===== config.mk =====
export PLATFORM = sky130hd
export DESIGN_NAME = cc_banks_arb
export DESIGN_NICKNAME = d
export VERILOG_FILES = /design/src/rtl/mem_pkg.sv /design/src/rtl/cc_resp_fifo.sv /design/src/rtl/cc_banks_arb.sv
export SDC_FILE = /design/constraint.sdc
export NUM_CORES = 1
export LEC_CHECK = 0
export CORE_AREA = 2 2 169 171
export DETAILED_ROUTE_END_ITERATION = 6
export DIE_AREA = 0 0 171 173
export GPL_TIMING_DRIVEN = 1
export HOLD_SLACK_MARGIN = 0.03
export PLACE_DENSITY = 0.7
export SLEW_MARGIN = 20
export SYNTH_ARGS = -nofsm -noshare
export SYNTH_HDL_FRONTEND = slang
export SYNTH_SLANG_ARGS = --single-unit
export TNS_END_PERCENT = 100

===== constraint.sdc =====
create_clock -name clk -period 12.2 [get_ports clk]
set_clock_uncertainty 0.2 [all_clocks]
set_input_delay 1.22 -clock clk [delete_from_list [all_inputs] [get_ports clk]]
set_output_delay 1.22 -clock clk [all_outputs]
set_load 0.05 [all_outputs]

===== src/rtl/mem_pkg.sv =====
// Shared widths and request record for the bank-memory arbiter.
package mem_pkg;
  localparam int CC_ADDR_W = 13;
  localparam int CC_DATA_W = 64;

  typedef struct packed {
    logic [CC_ADDR_W-1:0] addr;
    logic                 wen;
    logic [CC_DATA_W-1:0] wdata;
  } cc_req_t;
endpackage


===== src/rtl/cc_resp_fifo.sv =====
// Per-requester read-response buffer; head is presented combinationally.
module cc_resp_fifo
  import mem_pkg::*;
#(
  parameter int DEPTH = 2
) (
  input  logic                   clk,
  input  logic                   rst,
  input  logic                   push_i,
  input  logic [CC_DATA_W-1:0]   push_data_i,
  input  logic                   pop_i,
  output logic                   valid_o,
  output logic [CC_DATA_W-1:0]   rdata_o,
  output logic [$clog2(DEPTH):0] count_o
);
  localparam int PW = $clog2(DEPTH);
  localparam int CW = PW + 1;

  logic [DEPTH-1:0][CC_DATA_W-1:0] mem_q;
  logic [PW-1:0]                   wptr_q, rptr_q;
  logic [CW-1:0]                   cnt_q;
  logic                            do_pop;

  assign do_pop  = pop_i & (cnt_q != '0);
  assign valid_o = (cnt_q != '0);
  assign rdata_o = mem_q[rptr_q];
  assign count_o = cnt_q;

  // Pointers are exactly log2(DEPTH) bits, so they wrap on their own.
  always_ff @(posedge clk or posedge rst) begin
    if (rst) begin
      wptr_q <= '0;
      rptr_q <= '0;
      cnt_q  <= '0;
    end else begin
      if (push_i) wptr_q <= wptr_q + PW'(1);
      if (do_pop) rptr_q <= rptr_q + PW'(1);
      cnt_q <= cnt_q + CW'(push_i) - CW'(do_pop);
    end
  end

  always_ff @(posedge clk) begin
    if (push_i) mem_q[wptr_q] <= push_data_i;
  end
endmodule


===== src/rtl/cc_banks_arb.sv =====
// Two-requester round-robin arbiter in front of a single-port 8K x 64 bank,
// with credit-gated reads returning through per-requester response FIFOs.
module cc_banks_arb
  import mem_pkg::*;
#(
  parameter int RESP_DEPTH = 2
) (
  input  logic                      clk,
  input  logic                      rst,
  input  logic [1:0]                req_valid,
  output logic [1:0]                req_ready,
  input  logic [1:0][CC_ADDR_W-1:0] req_addr,
  input  logic [1:0]                req_wen,
  input  logic [1:0][CC_DATA_W-1:0] req_wdata,
  output logic [1:0]                resp_valid,
  input  logic [1:0]                resp_ready,
  output logic [1:0][CC_DATA_W-1:0] resp_rdata,
  output logic [CC_ADDR_W-1:0]      RW0_addr,
  output logic                      RW0_en,
  output logic                      RW0_wmode,
  output logic [CC_DATA_W-1:0]      RW0_wdata,
  input  logic [CC_DATA_W-1:0]      RW0_rdata
);
  localparam int NUM_REQ = 2;
  localparam int CW      = $clog2(RESP_DEPTH) + 1;

  cc_req_t [NUM_REQ-1:0]          req;
  cc_req_t                        sel;
  logic [NUM_REQ-1:0][CW-1:0]     cnt;
  logic [NUM_REQ-1:0]             elig, push;
  logic                           en_q;
  logic                           last_grant_q, last_grant_d;
  logic                           inflight_q, inflight_d;
  logic                           owner_q, owner_d;
  logic                           gnt_any, gnt_idx;

  for (genvar i = 0; i < NUM_REQ; i++) begin : g_req
    assign req[i].addr  = req_addr[i];
    assign req[i].wen   = req_wen[i];
    assign req[i].wdata = req_wdata[i];
    // The read in flight lands in this FIFO next edge, so it already holds a credit.
    assign push[i] = inflight_q & (owner_q == 1'(i));
    assign elig[i] = en_q & req_valid[i] &
                     (req_wen[i] | ((cnt[i] + CW'(push[i])) < CW'(RESP_DEPTH)));

    cc_resp_fifo #(.DEPTH(RESP_DEPTH)) u_fifo (
      .clk         (clk),
      .rst         (rst),
      .push_i      (push[i]),
      .push_data_i (RW0_rdata),
      .pop_i       (resp_valid[i] & resp_ready[i]),
      .valid_o     (resp_valid[i]),
      .rdata_o     (resp_rdata[i]),
      .count_o     (cnt[i])
    );
  end

  always_comb begin
    gnt_any      = |elig;
    gnt_idx      = 1'b0;
    req_ready    = '0;
    if (&elig) gnt_idx = ~last_grant_q;
    else       gnt_idx = elig[1];
    if (gnt_any) req_ready[gnt_idx] = 1'b1;
    sel          = req[gnt_idx];
    RW0_en       = gnt_any;
    RW0_wmode    = gnt_any & sel.wen;
    RW0_addr     = sel.addr;
    RW0_wdata    = sel.wdata;
    last_grant_d = gnt_any ? gnt_idx : last_grant_q;
    inflight_d   = gnt_any & ~sel.wen;
    owner_d      = gnt_any ? gnt_idx : owner_q;
  end

  // en_q holds off grants until the first edge after reset releases.
  always_ff @(posedge clk or posedge rst) begin
    if (rst) begin
      en_q         <= 1'b0;
      last_grant_q <= 1'b1;
      inflight_q   <= 1'b0;
      owner_q      <= 1'b0;
    end else begin
      en_q         <= 1'b1;
      last_grant_q <= last_grant_d;
      inflight_q   <= inflight_d;
      owner_q      <= owner_d;
    end
  end
endmodule

* Word level (Yosys, flattened, before mapping)
Index checks and enable logic that the tools add are counted.
** Word-level totals
- Register bits after elaboration :: 268
- Input port bits :: 226
- Output and inout bits :: 211
- Word-level logic and storage cells :: 72
** Cells by class
- $add $sub $neg :: 8
- Magnitude comparators :: 10
- Mux-type cells :: 16
- Bitwise operators :: 17
- Reduce and logical (&&, ||, !) cells :: 7
** Operators with widths (number)
- two-way mux 64 bit :: 6
- bitwise mux 128 bit :: 2
- two-way mux 78 bit :: 2
- demux 64 bit (select 1 bit) :: 2
- AND 1 bit :: 12
- < comparator 1 x 2 -> 1 bit, second input constant :: 5
- adder 1 bit, second input constant :: 4
- adder 2 x 1 -> 2 bit :: 2
- < comparator 2 bit, second input constant :: 2
- nonzero test 2 bit :: 2
- subtractor 2 x 1 -> 2 bit :: 2
- greater-or-equal comparator 1 bit, second input constant :: 3
- logical AND 1 bit :: 3
- inverter 1 bit :: 3
- two-way mux 1 bit :: 2
- two-way mux 2 bit :: 1
- bitwise OR 1 bit :: 2
- AND reduction 2 bit :: 1
- OR reduction 2 bit :: 1
- demux 1 bit (select 1 bit) :: 1

* Longest topological paths before layout
Gate-level depths: netlist of run 1.
- Word-level depth :: 13
- Depth in mapped cells :: 8
- Mapped depth without buffers :: 7

* Modules after synthesis
Synthesis of run 1 repeated with hierarchy kept, for this count alone.
** Second synthesis, totals
- Cells, all modules :: 556
- Area, all modules :: 11377.2 µm²
** By module, submodules not included
- cc_resp_fifo :: instances 2, cells an instance 216, area an instance 5022.3 µm², sequential area each 3943.8 µm²
- cc_banks_arb :: instances 1, cells an instance 124, area an instance 1332.5 µm², sequential area each 101.3 µm²

* Worst setup path after synthesis of run 1
OpenSTA, ideal clock, no wires.
- Kind :: flip-flop to flip-flop
- From :: register owner_q
- To :: register g_req[0].u_fifo.mem_q[0] (netlist name) (enable)
- Arrival time :: 3.487 ns
- Data required time :: 11.506 ns
- Setup slack :: 8.019 ns
- Cell stages (with the launch flop) :: 3
- Path buffers :: 0
- Period minus slack after synthesis :: 4.181 ns
- Path through :: dfrtp_1 nor2b_1 nor2b_1
** On the way
- Longest elaborated chain between the ends :: 2
** Ends and longest elaborated chain
- start, declared :: line cc_banks_arb.sv:34 : logic owner_q, owner_d;
- start signal, assigned :: line cc_banks_arb.sv:86 : owner_q <= owner_d;
- inverter 1 bit :: line cc_banks_arb.sv:42 : assign push[i] = inflight_q & (owner_q == 1'(i));
- AND 1 bit :: line cc_banks_arb.sv:42
- end signal, assigned by index :: line cc_resp_fifo.sv:43 : if (push_i) mem_q[wptr_q] <= push_data_i;
- end, declared :: line cc_resp_fifo.sv:19 : logic [DEPTH-1:0][CC_DATA_W-1:0] mem_q;
No other way between the ends.
A chain may end at the register's enable or synchronous reset.

* Worst setup path in the final report of run 1
- From :: input port req_wen[0]
- To :: output port RW0_wdata[42]
** On the way
- Longest elaborated chain between the ends :: 6
** Ends and longest elaborated chain
- start, declared :: line cc_banks_arb.sv:13 : input logic [1:0] req_wen,
- bitwise OR 1 bit :: line cc_banks_arb.sv:44 : (req_wen[i] | ((cnt[i] + CW'(push[i])) < CW'(RESP_DEPTH)));
- AND 1 bit :: line cc_banks_arb.sv:43 : assign elig[i] = en_q & req_valid[i] &
- AND reduction 2 bit :: line cc_banks_arb.sv:62 : if (&elig) gnt_idx = ~last_grant_q;
- two-way mux 1 bit :: line cc_banks_arb.sv:62
- two-way mux 78 bit (not written as such) (2 in series) :: line cc_banks_arb.sv:65 : sel = req[gnt_idx];
- end, declared :: line cc_banks_arb.sv:21 : output logic [CC_DATA_W-1:0] RW0_wdata,
No other way between the ends. The select of a mux whose other input is x is not followed.

==> results of run 1 <==
==> placed cells by master, fill, tap and decap left out, types with 6 or more instances in the layout <==
cell and instances:
buf_4 6, clkbuf_16 29, clkdlybuf4s50_1 436, clkinv_1 6, clkinv_2 7, dfrtp_1 9
edfxtp_1 256, inv_1 9, mux2_2 198, mux2_4 7
==> cell families (layout without fill, tap and decap cells) <==
kind of cell | count (synthesis) | count (layout) | share of synthesized area
buffers and inverters | 33 | 503 | 0.0196
muxes | 205 | 205 | 0.216
xor gates and xnor gates | 8 | 8 | 0.00649
AOI/OAI and AO/OA | 9 | 9 | 0.00707
DFF | 268 | 268 | 0.740
and+or+nand+nor | 12 | 12 | 0.00602
other | 1 | 5 | 0.000347
adders and majority gates | 4 | 4 | 0.00463
==> layer usage <==
layer | GRT usage | up-vias | wire length [um]
met5 | 0 | - | 135
met4 | 0.0516 | 20 | 745
met1 | 0.251 | 3143 | 12300
li1 | - | 3019 | -
met3 | 0.0826 | 61 | 3120
met2 | 0.318 | 284 | 14200
==> worst paths after layout <==
path | start | end | slack (ns) | depth (start not counted)
max | req_wen[0] | RW0_wdata[42] | 6.55 | 6
min | g_req[1].u_fifo.rptr_q | g_req[1].u_fifo.rptr_q | 0.27 | 1
max reg2reg | owner_q | inflight_q | 9.29 | 8
min reg2reg | g_req[1].u_fifo.rptr_q | g_req[1].u_fifo.rptr_q | 0.27 | 1
max in group asynchronous | rst | last_grant_q | 10.57 | 2
min in group asynchronous | rst | g_req[1].u_fifo.count_o[0] | 0.89 | 2
==> critical path, delay by kind of cell <==
family	cells	cell delay, ns
buffers and inverters	3	1.94
multiplexers	1	0.46
AO/OA/AOI/OAI	2	0.53
==> flip-flops by register name, indices dropped and copies added (netlist names) <==
| register | flops |
|---|---|
| g_req.u_fifo.wptr_q | 2 |
| g_req.u_fifo.rptr_q | 2 |
| g_req.u_fifo.count_o | 4 |
| g_req.u_fifo.mem_q | 256 |
| owner_q | 1 |
| last_grant_q | 1 |
| inflight_q | 1 |
| en_q | 1 |
==> per-stage QoR <==
| step | setup WS (ns) | instances | instance area (um^2) | utilization | total power [W] |
|---|---|---|---|---|---|
| 2_1_floorplan | 8.02 | 540 | 10800 | - | 0.00216 |
| 3_3_place_gp | 6.57 | 1336 | 15500 | 0.562 | 0.00265 |
| 3_5_place_dp | 6.55 | 1336 | 15500 | 0.562 | 0.00266 |
| 4_1_cts | 6.54 | 1388 | 16400 | 0.595 | 0.00349 |
| 5_1_grt | 6.41 | 1389 | 16400 | 0.595 | 0.00358 |
| 6_report | 6.55 | 1392 | 16500 | 0.595 | 0.00346 |
==> power groups by stage <==
stage               Combinational, W  Clock [W]  Sequential [W]
finish                       0.00148   0.000829         0.00115
global route                 0.00154   0.000881         0.00116
floorplan                    0.00102          0         0.00114
global placement             0.00149          0         0.00116
detailed placement           0.00149          0         0.00117
CTS                          0.00150   0.000844         0.00115
==> layout make-up <==
cell class	count	area, um^2	area share
clock inverter	20	179	0.0109
tap	378	473	0.0287
multi-input combinational	239	2620	0.159
inverter	9	33.8	0.00205
clock buffer	32	737	0.0448
antenna	4	10.0	0.000608
sequential	268	7990	0.486
timing repair buffer	442	4410	0.268
==> impl_metrics.toml, run 1 <==
[pwr]
p_sw_frac = 0.377
p_sw_w = 0.00131
power.leakage_nw = 5.62
ir_drop_uv = 165
p_int_w = 0.00215
power.share.clock = 0.240
comb_power_share = 0.429
cellPowerDensity_nw_per_um2 = 210
pwr-share-seq = 0.332

[floorplanning]
start_util = 0.391
core-area_um2 = 27600
die_area_um2 = 29600
num_rows = 61
fp.dieW_um = 171
die_h_um = 173
ios = 437

[clock_tree]
cts.clk_slew.worst_paths_ns = 0.06
cts_tree = "built"
hold_buffers = 0
clk_path_buf_depth = 3
cts-resized-gates = 0
cts_made_buffers = 28
worst_skew_pair.late_latency_ns = 0.51
cts_sinks = 268
clock-root-buffer = "clkbuf_16"
htree_levels = 1
cts_setup_buffers = 0

[placement]
io_buffers = 436
hpwl_um = 22100
gp_congestion = 0.838

[layout]
fillers = 2162
nNetsFinal = 1218
drive_gt1_frac = 0.261
syn2layout_area_growth_pct = 52.3

[yosys]
synth-edff-count = 256
ys.warnings.count = 0
synth_top_area_cell = "edfxtp_1"
syn_nets = 770
synth_common_cells = "256 x edfxtp_1, 198 x mux2_2, 14 x clkbuf_1"
syn_avg_cell_area_um2 = 20.0
netlist.area_leader.share = 0.712
ys_seq_area_frac = 0.740
netlist_instances = 540
synth_cell_type_count = 26
ys_async_sr_fraction = 0.0448
synthTopCellsByArea = "edfxtp_1 71%, mux2_2 21%, dfrtp_1 2.5%"
synth-seq-cells = 268
synth_flop_cell = "edfxtp_1"
synth_most_common_cell = "edfxtp_1"
synth_area_um2 = 10800

[routing]
antenna_left = 0
drc = 0
wl_per_cell_um = 21.9
vias = 6527
totalWireLength_um = 30400
drt_iter0_drc = 344
first_pass_iters = 6
drt-vias-per-instance = 4.69

[setup_path]
worstPathArrival_ns = 4.23
crit_top_cell = "clkdlybuf4s50_1"
endpoint_kind = "primary output"
path_cells = "clkdlybuf4s50_1 -> o211a_1 -> a21oi_4 -> buf_4 -> mux2_2 -> clkdlybuf4s50_1"
worstPathMaxFanout = 75
cp_slowest_cell = "buf_4"
crit_type = "input port to primary output"
startpoint_type = "input port"
slowest_delay_ns = 0.77
critPathRequiredTime_ns = 10.78

[sta]
min_period_ns = 5.65
setup-violations-final = 0
rsz0062_at_grt = "no"
period_share = 0.463
hold_slack_ns = 0.274
relSlewSlack = 0.320
fmax_mhz = 177
drv_slew = 0
tightest_slew_ns = 1.02
final_hold_viol_count = 0
fin_tns_setup_ns = 0

[grt]
grt_max_degree = 76
gr-usage-all-layers = 0.199
grt_pass1_vias = 6807
grt_pass1_wl_um = 43300
antenna_found_initial = 14
grt_overflow = 0

[outcome]
status = "finished clean"

[flow_run]
cap_violations = 0

[worst_hold_path]
hold_path_class = "register to register"
Power figures use the tool's default switching activity.
==> run 2, diff against run 1 <==
--- a/config.mk
+++ b/config.mk
@@ -5,12 +5,12 @@
 export SDC_FILE = /design/constraint.sdc
 export NUM_CORES = 1
 export LEC_CHECK = 0
-export CORE_AREA = 2 2 169 171
+export CORE_AREA = 2 2 172 174
 export DETAILED_ROUTE_END_ITERATION = 6
-export DIE_AREA = 0 0 171 173
+export DIE_AREA = 0 0 174 176
 export GPL_TIMING_DRIVEN = 1
 export HOLD_SLACK_MARGIN = 0.03
-export PLACE_DENSITY = 0.7
+export PLACE_DENSITY = 0.68
 export SLEW_MARGIN = 20
 export SYNTH_ARGS = -nofsm -noshare
 export SYNTH_HDL_FRONTEND = slang
==> constraint.sdc (replaced) <==
create_clock -name clk -period 5.7 [get_ports clk]
set_clock_uncertainty 0.2 [all_clocks]
set_input_delay 0.57 -clock clk [delete_from_list [all_inputs] [get_ports clk]]
set_output_delay 0.57 -clock clk [all_outputs]
set_load 0.05 [all_outputs]
==> run 2 against run 1 <==
Net effect: register-to-register slack worse by 6.2 ns; count of clock-buffer cells in the layout fell by 3; die area rose by 3.5%; final cell count up 0.72%; non-clock buffer count is 5 higher; via count is 0.74% higher; flip-flop and latch count stayed put; clock power rose by 120%; largest cell class unchanged.
==> impl_metrics.toml, run 2 (synthesis results as in run 1) <==
[outcome]
status = "finished clean"

[pwr]
ir_drop_uv = 247
power.leakage_nw = 5.66
cellPowerDensity_nw_per_um2 = 450

[flow_run]
cap_violations = 0

[setup_path]
startpoint_type = "register"
critPathLaunch = "owner_q"
crit_type = "register to primary output"
worstPathArrival_ns = 4.13
worstPathMaxFanout = 27
endpoint_kind = "primary output"
r2r_start = "owner_q"
critPathRequiredTime_ns = 4.93

[sta]
rsz0062_at_grt = "no"
fmax_mhz = 204
fin_tns_setup_ns = 0
setup-violations-final = 0
tightest_slew_ns = 1.01
relSlewSlack = 0.324
min_period_ns = 4.90
final_hold_viol_count = 0
period_share = 0.859
drv_slew = 0

[placement]
io_buffers = 436
hpwl_um = 22600
place_area_um2 = 15600
gp_congestion = 0.820

[layout]
nNetsFinal = 1223
drive_gt1_frac = 0.264
final_cell_mix = "436 x clkdlybuf4s50_1, 256 x edfxtp_1, 198 x mux2_2, 28 x clkbuf_16"
largest_reg_flops = 256
largest-register = "g_req.u_fifo.mem_q"
syn2layout_area_growth_pct = 53.1
postLayoutCellArea_um2 = 16500
layout_commonest_cell = "clkdlybuf4s50_1"

[clock_tree]
cts_made_buffers = 28
hold_buffers = 0
cts.clk_slew.worst_paths_ns = 0.06
clock-root-buffer = "clkbuf_16"
cts_tree = "built"
cts_sinks = 268
cts-resized-gates = 0
cts_setup_buffers = 0
htree_levels = 1
clk_path_buf_depth = 3
worst_skew_pair.late_latency_ns = 0.54

[routing]
drc = 0
first_pass_iters = 4
drt-vias-per-instance = 4.69
antenna_left = 0
vias = 6575
wl_per_cell_um = 22.3
totalWireLength_um = 31300
drt_iter0_drc = 303

[floorplanning]
core-area_um2 = 28500
fp.dieW_um = 174
die_h_um = 176
die_area_um2 = 30600
start_util = 0.378
ios = 437
num_rows = 62

[grt]
grt_overflow = 0
grt_max_degree = 65
antenna_found_initial = 17
grt_pass1_vias = 6804
gr-usage-all-layers = 0.196
grt_pass1_wl_um = 44700

[worst_hold_path]
hold_path_class = "input port to asynchronous set/reset pin"
[run 2: changes by cell type in the layout (fill, tap and decap cells not counted), sizes merged]
cell,delta
clkinv,+2
diode,-1
buf,+5
bufinv,+1
clkbuf,-3
[run 2: through the flow]
step / util / setup WS [ns] / instances / hold slack, ns / total power, W
after CTS: 0.579 / 0.796 / 1399 / 0.153 / 0.00753
after detailed placement: 0.546 / 1.36 / 1347 / 0.321 / 0.00570
final: 0.579 / 0.802 / 1402 / 0.147 / 0.00744
after global routing: 0.579 / 0.518 / 1401 / 0.175 / 0.00770
after global placement: 0.546 / 1.45 / 1347 / 0.309 / 0.00570
after floorplan: - / 1.52 / 540 / 0.234 / 0.00462
[run 2: cell type report]
class | instances | area, um^2
flip-flops and latches | 268 | 7990
clock buffers | 29 | 704
repair buffers | 447 | 4470
multi-input cells | 239 | 2620
well taps | 384 | 480
inverters | 9 | 33.8
fillers | 2287 | 12000
diodes | 3 | 7.51
clock inverters | 23 | 226
[run 2: worst max-delay path, cell delays in order (launching register included)]
cell and delay, ns:
dfrtp_1 0.40, nand2_1 0.16, inv_1 0.06, ha_1 0.18, xnor2_1 0.26, o211ai_1 0.25
a21oi_4 0.82, buf_4 0.38, mux2_2 0.36, clkdlybuf4s50_1 0.70
[run 2: where the power goes]
group / internal [W] / leakage, nW / switching, W / total, W
registers: 0.00235 / 2.46 / 0.000128 / 0.00248
clock network: 0.00108 / 0.448 / 0.000725 / 0.00180
logic: 0.00121 / 2.75 / 0.00195 / 0.00315
[run 2: final timing paths]
path | slack [ns] | to | cells past startpoint
worst min register to register | 0.33 | last_grant_q | 2
worst max-delay path | 0.80 | RW0_wdata[60] | 9
worst max register to register | 3.06 | inflight_q | 7
min in group clk | 0.33 | last_grant_q | 2
max in group asynchronous | 4.79 | g_req[1].u_fifo.rptr_q | 2
worst min-delay path | 0.15 | g_req[0].u_fifo.wptr_q | 2
[run 2: per-layer routing]
metal  up-vias  routed length (um)  part of all wire  GRT usage
met5         -                 141            0.0045          0
met4        28                 625             0.020     0.0462
met3        66                3020             0.097     0.0739
met2       244               14200              0.45      0.296
met1      3213               13300              0.43      0.269
li1       3024                   -                 -          -
==> run 3, diff against run 2 <==
--- a/config.mk
+++ b/config.mk
@@ -10,9 +10,10 @@
 export DIE_AREA = 0 0 174 176
 export GPL_TIMING_DRIVEN = 1
 export HOLD_SLACK_MARGIN = 0.03
+export MAX_ROUTING_LAYER = met4
 export PLACE_DENSITY = 0.68
 export SLEW_MARGIN = 20
 export SYNTH_ARGS = -nofsm -noshare
 export SYNTH_HDL_FRONTEND = slang
 export SYNTH_SLANG_ARGS = --single-unit
-export TNS_END_PERCENT = 100
+export TNS_END_PERCENT = 1
==> run 3 against run 2 <==
Net effect: setup slack worse by 0.013 ns; global-route usage is 0.58 points higher; first-iteration DRC count is 5.0% higher; register-to-register slack about the same; power rose by 0.12%; final cell count grew 1.0%; utilization grew 0.12 points; routed wire length fell by 0.34%; critical path type unchanged.
==> impl_metrics.toml, run 3 (synthesis results as in run 1) <==
[setup_path]
cp_top_family = "buffers and inverters"
critPathRequiredTime_ns = 4.93
worstPathArrival_ns = 4.14
startpoint_type = "register"
path_cells = "nand2_1 -> inv_1 -> ha_1 -> xnor2_1 -> o211ai_1 -> a21oi_4 -> buf_4 -> mux2_2 -> clkdlybuf4s50_1"
slowest_delay_ns = 0.82
cp_slowest_cell = "a21oi_4"
worstPathMaxFanout = 27
worst-path-buf-inv = 3
endpoint_kind = "primary output"
crit_type = "register to primary output"

[sta]
setup-violations-final = 0
fin_tns_setup_ns = 0
drv_slew = 0
rsz0062_at_grt = "no"
tightest_slew_ns = 1.03
min_period_ns = 4.91
fmax_mhz = 204
relSlewSlack = 0.316
period_share = 0.862
final_hold_viol_count = 0

[grt]
grt_max_degree = 65
grt_pass1_vias = 6819
grt_pass1_wl_um = 44600
antenna_found_initial = 17
gr-usage-all-layers = 0.202
grt_overflow = 0

[floorplanning]
start_util = 0.378
die_area_um2 = 30600
ios = 437
fp.dieW_um = 174
core-area_um2 = 28500
num_rows = 62
die_h_um = 176

[pwr]
power.leakage_nw = 5.66
ir_drop_uv = 249
cellPowerDensity_nw_per_um2 = 450

[clock_tree]
cts_sinks = 268
cts_setup_buffers = 0
cts-resized-gates = 0
cts.clk_slew.worst_paths_ns = 0.06
clock-root-buffer = "clkbuf_16"
cts_made_buffers = 28
htree_levels = 1
hold_buffers = 0
cts_tree = "built"
worst_skew_pair.late_latency_ns = 0.54
clk_path_buf_depth = 3

[layout]
layout_commonest_cell = "clkdlybuf4s50_1"
nNetsFinal = 1223
largest-register = "g_req.u_fifo.mem_q"
syn2layout_area_growth_pct = 53.4
largest_reg_flops = 256
postLayoutCellArea_um2 = 16600
drive_gt1_frac = 0.264
final_cell_mix = "436 x clkdlybuf4s50_1, 256 x edfxtp_1, 198 x mux2_2, 28 x clkbuf_16"

[placement]
io_buffers = 436
place_area_um2 = 15600
gp_congestion = 0.833
hpwl_um = 22600

[routing]
vias = 6531
drc = 0
first_pass_iters = 4
totalWireLength_um = 31200
antenna_left = 0
drt_iter0_drc = 318
drt-vias-per-instance = 4.61
wl_per_cell_um = 22.0

[worst_hold_path]
hold_path_class = "input port to asynchronous set/reset pin"

[outcome]
status = "finished clean"

[flow_run]
cap_violations = 0
-- run 3: cell types whose count changed in the layout (fill, tap and decap cells not counted) --
cell and delta:
diode_2 +14
-- run 3: final cells by class --
type / count / area (um^2)
Antenna cell: 17 / 42.5
Clock buffer: 29 / 704
Clock inverter: 23 / 226
Fill cell: 2282 / 12000
Inverter: 9 / 33.8
Multi-Input combinational cell: 239 / 2620
Sequential cell: 268 / 7990
Tap cell: 384 / 480
Timing Repair Buffer: 447 / 4470
-- run 3: power by group --
part | total (W) | switching [W] | internal [W] | leakage, nW
sequential | 0.00248 | 0.000128 | 0.00235 | 2.46
combinational | 0.00316 | 0.00195 | 0.00121 | 2.75
clock | 0.00181 | 0.000732 | 0.00108 | 0.448
total | 0.00745 | 0.00281 | 0.00464 | 5.66
-- run 3: path summary, 6_finish.rpt --
path,from,to,slack (ns),cells after the start
max,owner_q,RW0_wdata[51],0.79,9
min,rst,inflight_q,0.15,2
max reg2reg,owner_q,inflight_q,3.05,7
min reg2reg,last_grant_q,last_grant_q,0.34,2
max in group asynchronous,rst,g_req[1].u_fifo.rptr_q,4.78,2
min in group clk,last_grant_q,last_grant_q,0.34,2
-- run 3: through the flow --
| step | util | cells | power, W | hold slack (ns) | setup slack (ns) |
|---|---|---|---|---|---|
| detailed placement | 0.546 | 1347 | 0.00570 | 0.321 | 1.36 |
| floorplan | - | 540 | 0.00462 | 0.234 | 1.52 |
| global route | 0.580 | 1415 | 0.00770 | 0.175 | 0.523 |
| CTS | 0.579 | 1399 | 0.00753 | 0.153 | 0.796 |
| finish | 0.580 | 1416 | 0.00745 | 0.155 | 0.789 |
| global placement | 0.546 | 1347 | 0.00570 | 0.309 | 1.45 |
-- run 3: metal layers --
| layer | global-route usage | vias to the layer above | part of all wire |
|---|---|---|---|
| met3 | 0.0717 | 45 | 0.092 |
| met2 | 0.296 | 240 | 0.45 |
| met4 | 0.0480 | 0 | 0.019 |
| li1 | - | 3047 | - |
| met1 | 0.270 | 3199 | 0.44 |
| met5 | - | - | 0 |
